[config.mk]
export PLATFORM = sky130hd
export DESIGN_NAME = uart_cmd_engine
export DESIGN_NICKNAME = d
export VERILOG_FILES = /design/src/rtl/uart_cmd_engine.sv
export SDC_FILE = /design/constraint.sdc
export NUM_CORES = 1
export LEC_CHECK = 0
export ABC_AREA = 1
export BUFFER_PORTS_ARGS = -buffer_cell sky130_fd_sc_hd__buf_2
export CAP_MARGIN = 20
export CORE_MARGIN = 5
export CORE_UTILIZATION = 59
export DETAILED_ROUTE_END_ITERATION = 10
export MAX_ROUTING_LAYER = met4
export PLACE_DENSITY = 0.9
export SETUP_SLACK_MARGIN = 0.5
export SYNTH_ARGS = -nofsm -noshare
export SYNTH_HDL_FRONTEND = slang
export SYNTH_SLANG_ARGS = --single-unit
export TNS_END_PERCENT = 20
[constraint.sdc]
create_clock -name clk -period 2.45 [get_ports clk]
set_input_delay 0 -clock clk [delete_from_list [all_inputs] [get_ports clk]]
set_output_delay 0 -clock clk [all_outputs]
set_load 0.01 [all_outputs]
[src/rtl/uart_cmd_engine.sv]
// Host command engine: byte-serial command parser driving SRAM, log BRAM and GDP.
// Single and bulk memory accesses, log access, PING, GDP start, argument timeout.
module uart_cmd_engine #(
  parameter int ADDR_W         = 16,
  parameter int DATA_BYTES     = 2,
  parameter int LOG_AW         = 10,
  parameter int LOG_BYTES      = 3,
  parameter int TIMEOUT_CYCLES = 5_000_000
) (
  input  logic                    clk,
  input  logic                    rst_n,
  input  logic [7:0]              rx_data,
  input  logic                    rx_valid,
  output logic [7:0]              tx_data,
  output logic                    tx_req,
  input  logic                    tx_busy,
  output logic                    mem_req,
  output logic                    mem_wr,
  output logic                    mem_rd,
  output logic [ADDR_W-1:0]       mem_addr,
  output logic [8*DATA_BYTES-1:0] mem_wdata,
  input  logic [8*DATA_BYTES-1:0] mem_rdata,
  input  logic                    mem_busy,
  input  logic                    mem_rvalid,
  output logic [LOG_AW-1:0]       log_addr,
  output logic [8*LOG_BYTES-1:0]  log_wdata,
  input  logic [8*LOG_BYTES-1:0]  log_rdata,
  input  logic                    log_rvalid,
  output logic                    log_wr,
  output logic                    log_rd,
  output logic                    gdp_trigger_init
);

  localparam int AB  = (ADDR_W + 7) / 8;
  localparam int AW8 = 8 * AB;
  localparam int DW  = 8 * DATA_BYTES;
  localparam int LW  = 8 * LOG_BYTES;
  localparam int MB  = (DATA_BYTES > LOG_BYTES) ? DATA_BYTES : LOG_BYTES;
  localparam int MW  = 8 * MB;
  localparam int TW  = 8 * (MB + 1);
  localparam int CW  = $clog2(TIMEOUT_CYCLES + 1);

  localparam logic [2:0] S_IDLE = 3'd0;
  localparam logic [2:0] S_ARGS = 3'd1;
  localparam logic [2:0] S_EXEC = 3'd2;
  localparam logic [2:0] S_SEND = 3'd3;
  localparam logic [2:0] S_BRX  = 3'd4;
  localparam logic [2:0] S_ACK  = 3'd5;
  localparam logic [2:0] S_ERR  = 3'd6;
  localparam logic [2:0] S_GAP  = 3'd7;

  localparam logic [7:0] OP_BWR  = 8'h01;
  localparam logic [7:0] OP_WR   = 8'h02;
  localparam logic [7:0] OP_RD   = 8'h03;
  localparam logic [7:0] OP_BRD  = 8'h04;
  localparam logic [7:0] OP_LWR  = 8'h10;
  localparam logic [7:0] OP_LRD  = 8'h11;
  localparam logic [7:0] OP_PING = 8'h80;
  localparam logic [7:0] OP_GDP  = 8'h81;

  logic [2:0]      r_state;
  logic [7:0]      r_op;
  logic [7:0]      r_idx;
  logic [AW8-1:0]  r_addr;
  logic [AW8-1:0]  r_cnt;
  logic [MW-1:0]   r_data;
  logic [TW-1:0]   r_txbuf;
  logic [7:0]      r_txn;
  logic            r_last;
  logic            r_pend;
  logic [CW-1:0]   r_tmo;
  logic [7:0]      r_tx_data;
  logic            r_tx_req;
  logic            r_mem_req;
  logic            r_mem_wr;
  logic            r_mem_rd;
  logic [ADDR_W-1:0] r_mem_addr;
  logic [DW-1:0]   r_mem_wdata;
  logic [LOG_AW-1:0] r_log_addr;
  logic [LW-1:0]   r_log_wdata;
  logic            r_log_wr;
  logic            r_log_rd;
  logic            r_gdp;

  logic [7:0]      w_nargs;
  logic            w_valid_op;
  logic            w_bulk;
  logic            w_tmo;
  logic [AW8-1:0]  w_addr_nx;
  logic [AW8-1:0]  w_cnt_nx;
  logic [MW-1:0]   w_data_nx;

  assign w_bulk    = (r_op == OP_BWR) || (r_op == OP_BRD);
  assign w_addr_nx = (r_addr << 8) | AW8'(rx_data);
  assign w_cnt_nx  = (r_cnt << 8) | AW8'(rx_data);
  assign w_data_nx = (r_data << 8) | MW'(rx_data);
  // r_tmo counts cycles since the last byte, that byte's cycle being 1
  assign w_tmo     = !rx_valid && (r_tmo == CW'(TIMEOUT_CYCLES - 1));

  always_comb begin
    w_nargs = 8'(AB);
    unique case (r_op)
      OP_BWR, OP_BRD: w_nargs = 8'(2 * AB);
      OP_WR:          w_nargs = 8'(AB + DATA_BYTES);
      OP_LWR:         w_nargs = 8'(AB + LOG_BYTES);
      default:        w_nargs = 8'(AB);
    endcase
  end

  always_comb begin
    w_valid_op = 1'b0;
    unique case (rx_data)
      OP_BWR, OP_WR, OP_RD, OP_BRD,
      OP_LWR, OP_LRD, OP_PING, OP_GDP: w_valid_op = 1'b1;
      default:                         w_valid_op = 1'b0;
    endcase
  end

  always_ff @(posedge clk or negedge rst_n) begin
    if (!rst_n) begin
      r_state     <= S_IDLE;
      r_op        <= '0;
      r_idx       <= '0;
      r_addr      <= '0;
      r_cnt       <= '0;
      r_data      <= '0;
      r_txbuf     <= '0;
      r_txn       <= '0;
      r_last      <= 1'b0;
      r_pend      <= 1'b0;
      r_tmo       <= '0;
      r_tx_data   <= '0;
      r_tx_req    <= 1'b0;
      r_mem_req   <= 1'b0;
      r_mem_wr    <= 1'b0;
      r_mem_rd    <= 1'b0;
      r_mem_addr  <= '0;
      r_mem_wdata <= '0;
      r_log_addr  <= '0;
      r_log_wdata <= '0;
      r_log_wr    <= 1'b0;
      r_log_rd    <= 1'b0;
      r_gdp       <= 1'b0;
    end else begin
      r_tx_req <= 1'b0;
      r_mem_wr <= 1'b0;
      r_mem_rd <= 1'b0;
      r_log_wr <= 1'b0;
      r_log_rd <= 1'b0;
      r_gdp    <= 1'b0;
      if (rx_valid)
        r_tmo <= CW'(1);
      else if (r_state == S_ARGS || r_state == S_BRX)
        r_tmo <= r_tmo + CW'(1);
      else
        r_tmo <= '0;

      unique case (r_state)
        S_IDLE: begin
          if (rx_valid) begin
            r_op   <= rx_data;
            r_idx  <= '0;
            r_data <= '0;
            r_txn  <= '0;
            r_last <= 1'b0;
            r_pend <= 1'b0;
            if (!w_valid_op)
              r_state <= S_ERR;
            else begin
              r_mem_req <= 1'b1;
              if (rx_data == OP_PING)
                r_state <= S_ACK;
              else if (rx_data == OP_GDP)
                r_state <= S_EXEC;
              else
                r_state <= S_ARGS;
            end
          end
        end
        S_ARGS: begin
          if (w_tmo)
            r_state <= S_ERR;
          else if (rx_valid) begin
            r_idx <= r_idx + 8'd1;
            if (r_idx < 8'(AB))
              r_addr <= w_addr_nx;
            else if (w_bulk)
              r_cnt <= w_cnt_nx;
            else
              r_data <= w_data_nx;
            if (r_idx == w_nargs - 8'd1) begin
              r_idx <= '0;
              if (r_op == OP_BWR)
                r_state <= (w_cnt_nx == '0) ? S_ACK : S_BRX;
              else if (r_op == OP_BRD) begin
                r_txbuf <= {8'h02, MW'(0)};
                r_txn   <= 8'd1;
                r_state <= S_SEND;
              end else
                r_state <= S_EXEC;
            end
          end
        end
        S_BRX: begin
          if (w_tmo)
            r_state <= S_ERR;
          else if (rx_valid) begin
            r_data <= w_data_nx;
            r_idx  <= r_idx + 8'd1;
            if (r_idx == 8'(DATA_BYTES - 1)) begin
              r_idx   <= '0;
              r_state <= S_EXEC;
            end
          end
        end
        S_EXEC: begin
          unique case (r_op)
            OP_BWR, OP_WR: begin
              if (!mem_busy) begin
                r_mem_wr    <= 1'b1;
                r_mem_addr  <= r_addr[ADDR_W-1:0];
                r_mem_wdata <= r_data[DW-1:0];
                r_addr      <= r_addr + AW8'(1);
                r_cnt       <= r_cnt - AW8'(1);
                r_state     <= (r_op == OP_BWR && r_cnt != AW8'(1)) ? S_BRX : S_ACK;
              end
            end
            OP_RD, OP_BRD: begin
              if (!r_pend) begin
                if (!mem_busy) begin
                  r_mem_rd   <= 1'b1;
                  r_mem_addr <= r_addr[ADDR_W-1:0];
                  r_pend     <= 1'b1;
                end
              end else if (mem_rvalid) begin
                r_pend  <= 1'b0;
                r_addr  <= r_addr + AW8'(1);
                r_cnt   <= r_cnt - AW8'(1);
                r_state <= S_SEND;
                if (r_op == OP_RD) begin
                  r_txbuf <= TW'({8'h02, mem_rdata}) << (8 * (MB - DATA_BYTES));
                  r_txn   <= 8'(DATA_BYTES + 1);
                end else begin
                  r_txbuf <= TW'(mem_rdata) << (8 * (MB + 1 - DATA_BYTES));
                  r_txn   <= 8'(DATA_BYTES);
                end
              end
            end
            OP_LWR: begin
              r_log_wr    <= 1'b1;
              r_log_addr  <= r_addr[LOG_AW-1:0];
              r_log_wdata <= r_data[LW-1:0];
              r_state     <= S_ACK;
            end
            OP_LRD: begin
              if (!r_pend) begin
                r_log_rd   <= 1'b1;
                r_log_addr <= r_addr[LOG_AW-1:0];
                r_pend     <= 1'b1;
              end else if (log_rvalid) begin
                r_pend  <= 1'b0;
                r_txbuf <= TW'({8'h02, log_rdata}) << (8 * (MB - LOG_BYTES));
                r_txn   <= 8'(LOG_BYTES + 1);
                r_state <= S_SEND;
              end
            end
            OP_GDP: begin
              r_gdp   <= 1'b1;
              r_state <= S_ACK;
            end
            default: r_state <= S_ERR;
          endcase
        end
        S_SEND: begin
          if (!tx_busy) begin
            r_tx_req  <= 1'b1;
            r_tx_data <= r_txbuf[TW-1 -: 8];
            r_txbuf   <= r_txbuf << 8;
            r_txn     <= r_txn - 8'd1;
            r_state   <= S_GAP;
          end
        end
        S_ACK, S_ERR: begin
          if (!tx_busy) begin
            r_tx_req  <= 1'b1;
            r_tx_data <= (r_state == S_ACK) ? 8'h01 : 8'hFF;
            r_last    <= 1'b1;
            r_state   <= S_GAP;
          end
        end
        S_GAP: begin
          if (r_last) begin
            r_mem_req <= 1'b0;
            r_state   <= S_IDLE;
          end else if (r_txn != 8'd0)
            r_state <= S_SEND;
          else if (r_op == OP_BRD && r_cnt != '0)
            r_state <= S_EXEC;
          else
            r_state <= S_ACK;
        end
        default: r_state <= S_IDLE;
      endcase
    end
  end

  assign tx_data          = r_tx_data;
  assign tx_req           = r_tx_req;
  assign mem_req          = r_mem_req;
  assign mem_wr           = r_mem_wr;
  assign mem_rd           = r_mem_rd;
  assign mem_addr         = r_mem_addr;
  assign mem_wdata        = r_mem_wdata;
  assign log_addr         = r_log_addr;
  assign log_wdata        = r_log_wdata;
  assign log_wr           = r_log_wr;
  assign log_rd           = r_log_rd;
  assign gdp_trigger_init = r_gdp;

endmodule

### Word-level counts from Yosys, hierarchy flattened

Cells that the tools add are included.

| storage, ports and cells | value |
|---|---|
| register bits | 221 |
| bits of input ports | 55 |
| word-level logic and storage cells | 258 |

| cells by class | value |
|---|---|
| add/sub/neg operators | 6 |
| magnitude comparators | 1 |
| equality and inequality tests | 56 |
| mux-type cells | 125 |
| bitwise logic cells | 4 |
| reductions and logical operators | 43 |

Operators by type and width:

| operator | count |
|---|---|
| $mux W32 | 11 |
| $mux W16 | 15 |
| $mux W24 | 7 |
| $mux W8 | 20 |
| $pmux W16 S2 | 5 |
| $pmux W32 S3 | 1 |
| $pmux W24 S3 | 1 |
| $pmux W32 S2 | 1 |
| $mux W3 | 19 |
| $mux W23 | 2 |
| $eq A8 B2 Y1 const B | 4 |
| $eq A8 B5 Y1 const B | 4 |
| $ne A2 B2 Y1 const B | 16 |
| $or A16 B8 Y16 | 2 |
| $pmux W8 S2 | 2 |
| $pmux W8 S4 | 1 |
| $mux W1 | 29 |
| $eq A8 B1 Y1 const B | 3 |
| $eq A8 B8 Y1 const B | 3 |
| $or A24 B8 Y24 | 1 |
| $pmux W8 S3 | 1 |
| $add A23 B1 Y23 const B | 1 |
| $eq A23 B23 Y1 const B | 1 |
| $ne A3 B3 Y1 const B | 7 |
| 44 further kinds | 78 |

### Depth between registers and ports, before layout

| depth | value |
|---|---|
| depth in word-level cells | 9 |
| mapped depth | 14 |
| mapped depth without buffers | 14 |

### Least setup slack after synthesis

Ideal clock, no wire load.

| timing | value |
|---|---|
| kind | reg-to-reg |
| from | register r_tmo[0] |
| to | register r_addr[6] |
| setup time | 0.117 ns |
| data arrival time | 1.725 ns |
| slack | 0.608 ns |
| stages on the path, launching flop included | 12 |
| buffers on the path | 1 |
| path through | dfrtp_1 > ha_1 > nand4_1 > nor2_2 > inv_2 > nor3_2 > nand2_1 > a21oi_1 > inv_2 > buf_2 > nand3_1 > nand2_1 |

| between the ends | value |
|---|---|
| longest elaborated chain between the ends | 4 |

RTL lines:

| element | line | source |
|---|---|---|
| start, declared | 71 | `logic [CW-1:0] r_tmo;` |
| start signal, assigned | 154 | `r_tmo <= r_tmo + CW'(1);` |
| $eq A23 B23 Y1 | 98 | `assign w_tmo = !rx_valid && (r_tmo == CW'(TIMEOUT_CYCLES - 1));` |
| $logic_and A1 B1 Y1 | 98 |  |
| $ne A2 B2 Y1 (no line) | -- |  |
| $reduce_and A8 Y1 (no line) | -- |  |
| end signal, assigned | 186 | `r_addr <= w_addr_nx;` |
| end signal, assigned | 223 | `r_addr <= r_addr + AW8'(1);` |
| end signal, assigned | 237 | `r_addr <= r_addr + AW8'(1);` |
| end, declared | 64 | `logic [AW8-1:0] r_addr;` |

No other way between the ends.
A chain may end at the register's enable or synchronous reset.

### Worst setup path after layout

| timing | value |
|---|---|
| from | register r_op[2] |
| to | register r_cnt[8] |

| between the ends | value |
|---|---|
| longest elaborated chain between the ends | 4 |
| elaborated cells between the ends (all ways) | 15 |
| those cells by class | eq/ne: 9; mux: 2; reduce/logical: 4 |

RTL lines:

| element | line | source |
|---|---|---|
| start, declared | 62 | `logic [7:0] r_op;` |
| start signal, assigned | 161 | `r_op <= rx_data;` |
| $eq A8 B2 Y1 (tied with other cells) | 217 | `unique case (r_op)` |
| $reduce_or A2 Y1 / $logic_or A1 B1 Y1 (equally long branches) | 217, 93 |  |
| $ne A3 B1 Y1 (no line) (tied with other cells) | -- |  |
| $reduce_and A9 Y1 (no line) / $pmux W16 S2 (equally long branches) | -- |  |
| end signal, assigned | 188 | `r_cnt <= w_cnt_nx;` |
| end signal, assigned | 224 | `r_cnt <= r_cnt - AW8'(1);` |
| end signal, assigned | 238 | `r_cnt <= r_cnt - AW8'(1);` |
| end, declared | 65 | `logic [AW8-1:0] r_cnt;` |

Parallel ways exist; a longest one is shown, timed or not.

==> flow_metrics.py <==
metrics = {
    "status": {
        "outcome": "complete, no violations",
    },
    "clocking": {
        "clock_tree_root_driver_cell": "sky130_fd_sc_hd__clkbuf_16",
        "clock_latency_ns": 0.52,
        "clock_path_buffers": 3,
        "cts_made_buffers": 24,
        "clkSlewWorstSetupHoldPaths_ns": 0.06,
        "clock_sinks": 221,
        "tritoncts": "yes",
        "level_count_of_the_clock_h_tree": 1,
    },
    "worst_setup_path": {
        "worstSetupPathType": "reg -> reg",
        "cells_along_the_critical_path": "inv_2 > nand2_2 > nor2_1 > nand2_4 > nand2_2 > nor2_4 > nand2_2 > o21ai_2 > nor2_4 > buf_12 > nand4_1 > o21ai_1 > inv_1",
        "cp_top_family": "simple AND/OR/NAND/NOR gates",
        "register_to_register_setup_slack_ns": 0.26,
        "r2r-start": "r_op[2]",
        "critPathRequiredTime_ns": 2.85,
        "arrival_time_at_the_worst_endpoint_ns": 2.59,
        "cp_slowest_stage_delay_ns": 0.42,
        "worst_path_max_delay_cell": "sky130_fd_sc_hd__dfrtp_1",
        "critPathMostFrequentCell": "sky130_fd_sc_hd__nand2_2",
        "timing.critical_path.fanout_max": 7,
        "cp-end-kind": "flip-flop",
        "critPathLaunchType": "flip-flop",
        "crit_start": "r_op[2]",
        "path_buf_inv": 3,
    },
    "die": {
        "floorplan.initialDensity": 0.5952,
        "io_pins": 136,
        "placement_rows": 51,
        "core_area_sq_um": 19270,
        "fp.dieW_microns": 149.4,
        "dieHeight_microns": 149.4,
        "floorplan.die_area_sq_um": 22330,
    },
    "logic_synthesis": {
        "mappedNetlistArea_sq_um": 11470,
        "synth.lib_cells_used.distinct": 41,
        "ys.warnings.count": 0,
        "syn-instance-count": 1435,
        "post_synthesis_net_count": 1498,
        "synth_seq_area_share": 0.4822,
        "muxShareOfSynthArea": 0,
        "combinational_family_with_the_most_area_after_synthesis": "simple AND/OR/NAND/NOR gates",
        "post_synth_and_or_nand_nor_area_fraction": 0.2594,
        "synth_enable_flop_cells": 0,
        "synth_top_cell_by_area": "sky130_fd_sc_hd__dfrtp_1",
        "compound_gate_portion_of_the_synthesized_area": 0.1455,
        "dominantRegCellSynth": "sky130_fd_sc_hd__dfrtp_1",
        "synth_seq_cells": 221,
        "synth_area_per_cell_sq_um": 7.993,
        "yosys.area_share.xor_xnor": 0.02062,
        "synth_fa_ha_area_frac": 0.008727,
        "synthTopCellsByArea": "sky130_fd_sc_hd__dfrtp_1 48%, sky130_fd_sc_hd__nand2_1 12%, sky130_fd_sc_hd__inv_1 4.8%",
        "async_flop_share": 1.000,
        "yosys.area.top_type_share": 0.4822,
    },
    "global_route": {
        "number_of_global_route_vias_before_repair": 10530,
        "wire_length_of_the_first_global_routing_pass_microns": 52760,
        "grt_usage": 0.2937,
        "antenna_found_initial": 0,
        "grt-ovfl-total": 0,
        "grt_max_degree": 72,
    },
    "sta": {
        "period_needed_ns": 2.191,
        "max_slew_margin": 0.5953,
        "fmaxAchievable_ghz": 0.4564,
        "post_route_setup_tns_ns": 0,
        "setup_ws_ns": 0.2591,
        "period_share": 0.8942,
        "total_count_of_max_transition_violations_in_the_final_report": 0,
        "worst_clock_skew_on_the_final_layout_ns": 0.01317,
        "setup-violations-final": 0,
        "rsz0062_at_grt": "yes",
        "hold-worst-slack_ns": 0.05864,
        "timing_hold_violations_final": 0,
        "worst_pin_slew_ns": 0.6048,
    },
    "placed_design": {
        "dp.cells": 1804,
        "detailedPlacementHpwl_microns": 19880,
        "place_worst_setup_slack_ns": 0.1116,
        "gp_congestion": 0.9874,
        "port_buffers": 135,
        "placed_cell_area_sq_um": 12410,
    },
    "layout": {
        "fin_cells": 1967,
        "syn_to_final_growth_pct": 30.37,
        "post_route_cells_drive_above_1_share": 0.2444,
        "multi_input_comb_area_sq_um": 5411,
        "leading_cell_types_in_the_layout_fill_and_taps_excluded": "337 x sky130_fd_sc_hd__nand2_1, 218 x sky130_fd_sc_hd__dfrtp_1, 145 x sky130_fd_sc_hd__inv_1, 134 x sky130_fd_sc_hd__buf_2, 120 x sky130_fd_sc_hd__nor2_1",
        "design.final.nets": 1748,
        "final-seq-area_sq_um": 5534,
        "post_route_cell_area_sq_um": 14950,
        "finalCoreUtilization": 0.7759,
        "layout.cells.most_common": "sky130_fd_sc_hd__nand2_1",
        "num_antenna_cells": 0,
        "fillCellCount": 1170,
    },
    "run": {
        "cap_violations": 0,
    },
    "min_path": {
        "kind_of_path_behind_the_tightest_hold_check": "in -> async",
    },
    "power": {
        "p_per_area_nw_per_um2": 1255,
        "leakage_nw": 7.045,
        "total_power_consumption_of_the_routed_design_mw": 18.77,
        "ir_drop_mv": 0.6895,
    },
    "detailed_routing": {
        "antenna_violation_net_count_after_detailed_routing": 0,
        "vias_per_cell": 5.902,
        "detailedRoute.firstPassIterationCount": 8,
        "overall_routed_net_length_microns": 35650,
        "drc": 0,
        "num_vias": 11610,
        "first_iter_violations": 1283,
        "post_dr_wirelength_cell_microns": 18.12,
    },
}
==> report_power, final <==
group	internal, mW	total, mW	leakage (nW)	switching, mW
Sequential	4.89	5.89	2.90	1.00
Clock	2.44	3.93	0.426	1.49
Combinational	3.44	8.95	3.72	5.51
==> final timing paths <==
check | end | cells after the start
hold reg to reg | mem_addr[4] | 2
min in group clk | r_txbuf[3] | 4
hold / removal | mem_wdata[13] | 2
max in group asynchronous | r_state[0] | 3
setup / recovery | r_cnt[8] | 13
setup reg to reg | r_cnt[8] | 13
==> final cells by class <==
type | count | area share
inverter | 168 | 0.04401
clock buffer | 34 | 0.04744
multi-input combinational | 998 | 0.3619
timing repair buffer | 271 | 0.1436
sequential | 221 | 0.3701
clock inverter | 9 | 0.01021
tap | 265 | 0.02217
timing repair inverter | 1 | 0.0005857
==> timing repair <==
item | in CTS | in global routing
gates cloned | 2 | 13
resized for setup | 36 | 77
pin swaps | 13 | 25
endpoints found under the hold margin | 210 | 0
hold buffers | 54 | 0
buffers inserted | 24 | 27
endpoints found under the setup margin | 143 | 196
==> state kept, by name, summed over array words and instances (netlist names), 3 cells and up <==
| register | count |
|---|---|
| r_op | 8 |
| log_wdata | 24 |
| r_addr | 16 |
| r_idx | 8 |
| tx_data | 8 |
| r_txbuf | 32 |
| r_tmo | 23 |
| r_txn | 8 |
| mem_wdata | 16 |
| mem_addr | 16 |
| log_addr | 10 |
| r_cnt | 16 |
| r_data | 24 |
| r_state | 3 |
==> kinds of logic after synthesis <==
logic type	after synthesis
AOI/OAI and AO/OA	277
xor gates and xnor gates	27
adders and majority gates	8
buffers and inverters	221
DFF	221
and+or+nand+nor	681
==> Yosys cell counts, types with 12 or more instances <==
cell	number
sky130_fd_sc_hd__nand2_1	359
sky130_fd_sc_hd__o21ai_1	73
sky130_fd_sc_hd__a31oi_1	12
sky130_fd_sc_hd__a221oi_1	15
sky130_fd_sc_hd__xor2_1	24
sky130_fd_sc_hd__nor3_1	28
sky130_fd_sc_hd__nor2_1	134
sky130_fd_sc_hd__buf_6	13
sky130_fd_sc_hd__inv_2	21
sky130_fd_sc_hd__inv_1	146
sky130_fd_sc_hd__nand3_1	90
sky130_fd_sc_hd__dfrtp_1	221
sky130_fd_sc_hd__clkbuf_1	25
sky130_fd_sc_hd__nand4_1	32
sky130_fd_sc_hd__a21oi_1	26
sky130_fd_sc_hd__o21ai_2	42
sky130_fd_sc_hd__o21ai_0	85
==> metal layers <==
| layer | vias up | GRT usage | part of all wire |
|---|---|---|---|
| li1 | 5233 | - | - |
| met1 | 5474 | 0.3824 | 0.37 |
| met2 | 757 | 0.4898 | 0.50 |
| met3 | 145 | 0.04512 | 0.099 |
| met4 | 0 | 0.07094 | 0.035 |
| met5 | - | - | 0 |
Power figures use the tool's default switching activity.
